<file path="src/rtl/soc_dbus_pkg.sv">
// Shared types and constants for the data-bus fabric: FSM states, error
// response data and error-counter width.
package soc_dbus_pkg;

  typedef enum logic [1:0] {
    IDLE = 2'd0,
    WAIT = 2'd1,
    RESP = 2'd2
  } dbus_state_e;

  // Errored completions return all-zero data, replicated to DATA_W by users.
  localparam logic ERR_DATA_BIT = 1'b0;
  localparam int   ERR_CNT_W    = 8;

endpackage

</file>
<file path="src/rtl/dbus_addr_decode.sv">
// Combinational address decode: slave-select field to one-hot target select,
// with a miss flag when the field names a target that does not exist.
module dbus_addr_decode #(
  parameter int ADDR_W  = 32,
  parameter int NUM_SLV = 4,
  parameter int SEL_LSB = 28
) (
  input  logic [ADDR_W-1:0]  addr,
  output logic [NUM_SLV-1:0] sel_oh,
  output logic               miss
);

  localparam int SEL_W = (NUM_SLV > 1) ? $clog2(NUM_SLV) : 1;

  logic [SEL_W-1:0] sel;
  logic             unused_addr;

  assign sel         = addr[SEL_LSB +: SEL_W];
  assign unused_addr = ^addr;

  always_comb begin
    sel_oh = '0;
    for (int i = 0; i < NUM_SLV; i++) begin
      sel_oh[i] = (int'(sel) == i);
    end
  end

  // Select values at or above NUM_SLV leave the one-hot vector empty.
  assign miss = ~|sel_oh;

endmodule

</file>
<file path="src/rtl/soc_dbus_fabric.sv">
// Data-bus fabric: one master port to NUM_SLV request/ack targets.
// Define DBUS_TIMEOUT_EN to fail transactions whose target never acks.
module soc_dbus_fabric
  import soc_dbus_pkg::*;
#(
  parameter int ADDR_W  = 32,
  parameter int DATA_W  = 32,
  parameter int NUM_SLV = 4,
  parameter int SEL_LSB = 28,
  parameter int TIMEOUT = 15
) (
  input  logic                      clk,
  input  logic                      rst,
  input  logic                      m_req,
  input  logic                      m_we,
  input  logic [DATA_W/8-1:0]       m_mask,
  input  logic [ADDR_W-1:0]         m_addr,
  input  logic [DATA_W-1:0]         m_wdata,
  output logic                      m_ready,
  output logic                      m_rvalid,
  output logic [DATA_W-1:0]         m_rdata,
  output logic                      m_err,
  output logic [ERR_CNT_W-1:0]      err_cnt,
  output logic [NUM_SLV-1:0]        s_req,
  output logic                      s_we,
  output logic [DATA_W/8-1:0]       s_mask,
  output logic [ADDR_W-1:0]         s_addr,
  output logic [DATA_W-1:0]         s_wdata,
  input  logic [NUM_SLV-1:0]        s_ack,
  input  logic [NUM_SLV*DATA_W-1:0] s_rdata
);

  localparam logic [DATA_W-1:0] ERR_RDATA = {DATA_W{ERR_DATA_BIT}};

  function automatic logic [ERR_CNT_W-1:0] sat_inc(input logic [ERR_CNT_W-1:0] v);
    return (&v) ? v : v + 1'b1;
  endfunction

  dbus_state_e          state;
  logic [NUM_SLV-1:0]   sel_oh;
  logic [NUM_SLV-1:0]   dec_oh;
  logic                 dec_miss;
  logic                 ack_hit;
  logic [DATA_W-1:0]    ack_rdata;

`ifdef DBUS_TIMEOUT_EN
  localparam int TCNT_W = $clog2(TIMEOUT + 1);
  logic [TCNT_W-1:0] tcnt;
`else
  localparam int unused_timeout = TIMEOUT;
`endif

  dbus_addr_decode #(
    .ADDR_W  (ADDR_W),
    .NUM_SLV (NUM_SLV),
    .SEL_LSB (SEL_LSB)
  ) u_decode (
    .addr   (m_addr),
    .sel_oh (dec_oh),
    .miss   (dec_miss)
  );

  assign m_ready = (state == IDLE);
  assign ack_hit = |(s_ack & sel_oh);

  always_comb begin
    ack_rdata = '0;
    for (int i = 0; i < NUM_SLV; i++) begin
      if (sel_oh[i]) ack_rdata = s_rdata[i*DATA_W +: DATA_W];
    end
  end

  always_ff @(posedge clk) begin
    if (!rst) begin
      state    <= IDLE;
      sel_oh   <= '0;
      s_req    <= '0;
      s_we     <= 1'b0;
      s_mask   <= '0;
      s_addr   <= '0;
      s_wdata  <= '0;
      m_rvalid <= 1'b0;
      m_err    <= 1'b0;
      m_rdata  <= '0;
      err_cnt  <= '0;
`ifdef DBUS_TIMEOUT_EN
      tcnt     <= '0;
`endif
    end else begin
      m_rvalid <= 1'b0;
      case (state)
        IDLE: begin
          if (m_req) begin
            s_we    <= m_we;
            s_mask  <= m_mask;
            s_addr  <= m_addr;
            s_wdata <= m_wdata;
            sel_oh  <= dec_oh;
`ifdef DBUS_TIMEOUT_EN
            tcnt    <= '0;
`endif
            if (dec_miss) begin
              state    <= RESP;
              m_rvalid <= 1'b1;
              m_err    <= 1'b1;
              m_rdata  <= ERR_RDATA;
              err_cnt  <= sat_inc(err_cnt);
            end else begin
              state <= WAIT;
              s_req <= dec_oh;
            end
          end
        end
        WAIT: begin
          // An ack in the timeout cycle takes priority over the timeout.
          if (ack_hit) begin
            state    <= RESP;
            s_req    <= '0;
            m_rvalid <= 1'b1;
            m_err    <= 1'b0;
            m_rdata  <= s_we ? ERR_RDATA : ack_rdata;
          end
`ifdef DBUS_TIMEOUT_EN
          else if (tcnt == TCNT_W'(TIMEOUT - 1)) begin
            state    <= RESP;
            s_req    <= '0;
            m_rvalid <= 1'b1;
            m_err    <= 1'b1;
            m_rdata  <= ERR_RDATA;
            err_cnt  <= sat_inc(err_cnt);
          end else begin
            tcnt <= tcnt + 1'b1;
          end
`endif
        end
        RESP:    state <= IDLE;
        default: state <= IDLE;
      endcase
    end
  end

endmodule

</file>
<file path="config.mk">
export PLATFORM = sky130hd
export DESIGN_NAME = soc_dbus_fabric
export DESIGN_NICKNAME = d
export VERILOG_FILES = /design/src/rtl/soc_dbus_pkg.sv /design/src/rtl/dbus_addr_decode.sv /design/src/rtl/soc_dbus_fabric.sv
export SDC_FILE = /design/constraint.sdc
export NUM_CORES = 1
export LEC_CHECK = 0
export ABC_AREA = 1
export CELL_PAD_IN_SITES_DETAIL_PLACEMENT = 0
export CELL_PAD_IN_SITES_GLOBAL_PLACEMENT = 2
export CORE_ASPECT_RATIO = 0.75
export CORE_MARGIN = 3
export CORE_UTILIZATION = 21
export CTS_BUF_LIST = sky130_fd_sc_hd__clkbuf_8
export DETAILED_ROUTE_END_ITERATION = 7
export PLACE_DENSITY_LB_ADDON = 0.1
export REMOVE_ABC_BUFFERS = 1
export SKIP_LAST_GASP = 1
export SLEW_MARGIN = 20
export SYNTH_ARGS = -nofsm -noshare
export SYNTH_HDL_FRONTEND = slang
export SYNTH_SLANG_ARGS = --single-unit
export TNS_END_PERCENT = 10
</file>
<file path="constraint.sdc">
create_clock -name clk -period 2.2 [get_ports clk]
set_input_delay 0.66 -clock clk [delete_from_list [all_inputs] [get_ports clk]]
set_output_delay 0.66 -clock clk [all_outputs]
set_load 0.01 [all_outputs]
</file>
# --- Word level (Yosys, flattened, before mapping) ---
# Index checks and enable logic that the tools add are counted.
op_classes:
  reduce_logical: 11
  mux: 25
  addsub: 1
  bitwise: 3
  n_eq_ne: 8
ops:
  columns: ["operator", "n"]
  rows:
  - ["two-way mux 32 bit", 8]
  - ["one-hot mux 32 bit (2 select lines)", 1]
  - ["two-way mux 4 bit", 3]
  - ["AND reduction 4 bit", 3]
  - ["adder 8 x 1 -> 8 bit, second input constant", 1]
  - ["one-hot mux 4 bit (2 select lines)", 1]
  - ["AND reduction 8 bit", 1]
  - ["OR reduction 4 bit", 2]
  - ["two-way mux 1 bit", 6]
  - ["two-way mux 2 bit", 3]
  - ["inequality test 2 bit, second input constant", 3]
  - ["AND 4 bit", 1]
  - ["equality test 2 x 1 -> 1 bit, second input constant", 2]
  - ["equality test 2 bit, second input constant", 2]
  - ["logical NOT 2 bit", 2]
  - ["one-hot mux 1 bit (2 select lines)", 2]
  - ["one-hot mux 2 bit (2 select lines)", 1]
  - ["AND reduction 2 bit", 2]
  - ["inequality test 2 x 1 -> 1 bit, second input constant", 1]
  - ["inverter 1 bit", 2]
  - ["nonzero test 2 bit", 1]
totals:
  out_inout_bits: 116
  wordCells: 59
  inputBits: 204
  ff_bits: 121

# --- Logic depth before layout (Yosys ltp) ---
depth:
  depth_word: 7
  ltp_mapped: 9
  depth_no_buf: 7

# --- By module ---
# Synthesis repeated with hierarchy kept, for this count alone.
hier_totals:
  hier_cells: 974
  area_unflattened_um2: 6092.1
modules_own_cells:
  columns: ["mod", "cells_per_inst", "area_per_inst_um2", "seq_area_each_um2", "n_inst"]
  rows:
  - ["soc_dbus_fabric", 965, 6054.6, 2422.3, 1]
  - ["dbus_addr_decode", 9, 37.5, 0.0, 1]

# --- Worst setup path before layout ---
# No wires, ideal clock.
synth_timing:
  path_kind: "in2reg"
  startpoint: "in s_ack[0]"
  endpoint: "reg m_rdata[10]"
  required_ps: 2065
  setup_time_ps: 135
  arrival_time_ps: 1315
  path_stages: 8
  setup_slack_ps: 750
  path_cell_list: "nand2_1 -> nand2_2 -> nor2_4 -> nor2_8 -> clkinv_4 -> buf_6 -> nand2_2 -> a21oi_2"
synth_via:
  elab_chain_len: 4
synth_rtl:
  columns: ["element", "line", "source"]
  rows:
  - ["from (decl)", "soc_dbus_fabric.sv:29", "input logic [NUM_SLV-1:0] s_ack,"]
  - ["AND 4 bit", "soc_dbus_fabric.sv:64", "assign ack_hit = |(s_ack & sel_oh);"]
  - ["OR reduction 4 bit", "soc_dbus_fabric.sv:64", null]
  - ["inequality test 2 bit (no line)", null, null]
  - ["AND reduction 4 bit (no line)", null, null]
  - ["to (signal assigned)", "soc_dbus_fabric.sv:121", "m_rdata <= s_we ? ERR_RDATA : ack_rdata;"]
  - ["to (decl)", "soc_dbus_fabric.sv:21", "output logic [DATA_W-1:0] m_rdata,"]
# Every way passes these cells.
# A chain may end at the register's enable or synchronous reset.

# --- Worst setup path after layout ---
layout_timing:
  startpoint: "reg s_req[1]"
  endpoint: "out s_req[1]"
layout_lines:
  columns: ["element", "line", "source"]
  rows:
  - ["from (decl)", "soc_dbus_fabric.sv:24", "output logic [NUM_SLV-1:0] s_req,"]
  - ["from (signal assigned)", "soc_dbus_fabric.sv:110", "s_req <= dec_oh;"]
# No word-level cell between the ends.

==> key figures <==
Outcome
  • Result of the run: finished, final reports clean

STA
  • Post-route clock period utilization: 0.931
  • Max Clock Freq: 0.488 GHz
  • Final worst hold slack: 425 ps
  • Time the worst path needs with I/O delays and setup: 2050 ps
  • Final setup fails: 0
  • Setup repair after global routing missed its margin: false
  • Post-route setup TNS: 0 ps
  • Clk_skew: 12.0 ps
  • Remaining max-slew budget at the tightest pin: 0.694
  • Slew of the pin with the lowest slew margin: 458 ps
  • Final-report max-slew violation count: 0
  • Fin. Hold Viols: 0

Floorplanning
  • Die extent in x: 194 um
  • Die footprint: 28600 um^2
  • Vert. Die Dim: 147 um
  • Starting utilization of the core area: 0.214
  • I/O pin total: 320
  • Row cnt: 51
  • Core region area: 26000 um^2

Routing
  • Count of antenna-violating nets left after detailed routing: 0
  • WL met1: 11400 um
  • Routed met2 length: 10600 um
  • Mean routed wirelength per cell: 15.8 um
  • Detailed Routing Iterations Pass 1: 4
  • Top metal layer carrying routed signals: met4
  • Avg Vias per Cell: 4.12
  • Wire length reported by the detailed router: 23500 um
  • Iteration-0 DRC Markers: 285
  • Total number of vias: 6142
  • DRC violation count after routing: 0
  • Total met3 wirelength after detailed routing: 1160 um

Synth
  • Cells after Synth: 835
  • Average cell area after synthesis: 6.69 um^2
  • Post-synth cell types: 20
  • Cells taking the most area after synthesis: dfxtp_1 43%, nand2_1 14%, nor2_1 9.3%, o21ai_0 6.0%, a21oi_1 5.9%
  • Post-synth top area share: 0.434
  • Portion of the post-synthesis area used by sequential elements: 0.434
  • Most area-hungry cell type in the Yosys netlist: dfxtp_1
  • Syn Std Cell Area: 5580 um^2
  • Register bit total from synthesis: 121
  • Ys Warns: 0

GRT
  • All-Layer GR Usage: 0.161
  • Number of antenna violations at the first check in global routing: 0
  • Overall overflow remaining after global route: 0
  • Pin count of the biggest net entering global routing: 53
  • Wire length of the first global-routing pass: 36200 um
  • Via count of the first global-routing pass: 6114

Hold path
  • Worst hold endpoint: err_cnt[4]
  • WHS Path Cells: 2
  • Hold/Removal Path Class: flop to flop
  • Source of the worst hold timing path: err_cnt[4]

Critical path
  • Peak fanout along the critical path: 2
  • Endpoint of the most critical register-to-register path: m_rdata[14]
  • Data required time at the worst endpoint: 1540 ps
  • Launching point of the worst reg2reg path: sel_oh[0]
  • Crit path DAT: 1390 ps
  • Number of buffers and inverters on the critical path: 1
  • Endpoint type of the worst setup path: primary output
  • Crit start category: flop
  • R2R Setup Slk: 640 ps
  • Chain of cells forming the critical path: clkdlybuf4s50_1
  • WS Path Type: flop to primary output
  • Biggest cell delay along the critical path: 600 ps
  • Slowest cell on crit path: clkdlybuf4s50_1
  • Cells on worst reg2reg path: 7
  • Dominant delay contributor by cell family on the critical path: buffers and inverters

Clock tree
  • Gates resized, CTS repair: 1
  • Clock latency at the later pin of the worst-skew pair: 430 ps
  • Clock buffer count from CTS: 17
  • Buffer count from post-CTS setup fixing: 0
  • CTS tree: built
  • Number of levels in the clock H-tree: 4
  • Master cell of the clock root buffer: clkbuf_8
  • Number of hold buffers added after cts: 0
  • Maximum clock path buffer count: 2
  • Clk pin slew, worst setup/hold paths: 70 ps
  • # clock sinks: 121

Finish
  • Share of layout cells above drive strength 1: 0.0689
  • Layout fillers: 2827
  • Final core utilization: 0.368
  • Commonest non-fill, non-tap cells in the layout: 317 x clkdlybuf4s50_1, 206 x nand2_1, 138 x nor2_1
  • Seq. cell area: 2420 um^2
  • Post-route cell area: 9580 um^2
  • Multi-input gate area in the final layout: 2530 um^2
  • Final layout net count: 1338
  • Layout overhead on the synthesized area: 71.6%
  • Most common cell after layout, fill and taps aside: clkdlybuf4s50_1
  • Antenna diode count: 0

Pwr
  • Internal Dissipation: 4.32 mW
  • Power per standard cell area: 613 nW/um^2
  • Portion of total power attributed to the clock network: 0.378
  • Combinational power share: 0.215
  • Power spent charging and discharging nets: 1.55 mW
  • Total power of the final layout: 5.88 mW
  • Switching fraction of total power: 0.264
  • Sequential group share of total power: 0.407
  • Peak supply drop: 0.347 mV
  • Leakage power figure: 4.04 nW

Placed design
  • Buffers added on ports: 319
  • Half-perimeter wire length after detailed placement: 17000 um
  • GP Congestion: 0.703
  • Area after detailed placement: 9150 um^2

Flow run
  • Reported max-cap violation count: 0
-- per-layer routing --
metal | global-route usage | vias up
li1 | - | 3231
met1 | 0.219 | 2740
met2 | 0.253 | 154
met3 | 0.0481 | 17
met4 | 0.0398 | 0
met5 | 0 | -
-- synthesized netlist by cell type --
master,instances
a211oi_1,2
a21oi_1,66
a21oi_2,8
buf_2,21
buf_4,5
buf_6,5
clkbuf_1,31
clkinv_4,1
dfxtp_1,121
inv_1,80
inv_2,1
nand2_1,207
nand2_2,11
nand3_1,36
nand4_1,32
nor2_1,138
nor2_2,1
nor2_4,1
nor2_8,1
o21ai_0,67
-- cell families after synthesis --
kind of cell           count (synthesis)  synth area share
AOI/OAI and AO/OA                    143             0.134
buffers and inverters                144             0.113
DFF                                  121             0.434
and+or+nand+nor                      427             0.319
-- state kept, by name (all words and copies together), names as in the netlist --
| register | flops |
|---|---|
| err_cnt | 8 |
| m_err | 1 |
| m_rdata | 32 |
| m_rvalid | 1 |
| s_addr | 32 |
| s_mask | 4 |
| s_req | 4 |
| s_wdata | 32 |
| s_we | 1 |
| sel_oh | 4 |
| state | 2 |
-- area by class of cell --
type / instances / share of cell area
Clock buffer: 20 / 0.0287
Clock inverter: 11 / 0.0161
Inverter: 82 / 0.0327
Multi-Input combinational cell: 570 / 0.265
Sequential cell: 121 / 0.253
Tap cell: 344 / 0.0449
Timing Repair Buffer: 342 / 0.360
-- worst register-to-register path: stages, from the launching register on --
cell	delay [ps]
dfxtp_1	610
nand2_1	120
nand2_2	110
nor2_4	50
nor2_8	140
buf_12	190
nand4_1	140
a21oi_2	140
-- through the flow --
step,std cells,setup WS [ps]
2_1_floorplan,773,-1010
3_3_place_gp,1459,151
3_5_place_dp,1459,133
4_1_cts,1490,85.8
5_1_grt,1490,52.4
6_report,1490,153
-- worst max-delay path by stage --
stage                     startpoint        to  slack, ps  cells after the start
after floorplan                m_req  s_req[0]      -1010                      4
after global placement      s_ack[2]  s_req[0]        150                      9
after detailed placement    s_ack[2]  s_req[2]        130                      9
after CTS                   s_req[1]  s_req[1]         90                      1
after global routing        s_req[1]  s_req[1]         50                      1
final                       s_req[1]  s_req[1]        150                      1
-- power by group through the flow --
stage	registers [mW]	logic (mW)	clock network (mW)
floorplan	2.51	0.373	0
global placement	2.44	1.29	0
detailed placement	2.44	1.28	0
CTS	2.39	1.29	2.32
global route	2.41	1.39	2.41
finish	2.39	1.26	2.22
No activity file was read; power rests on OpenSTA's default activity.
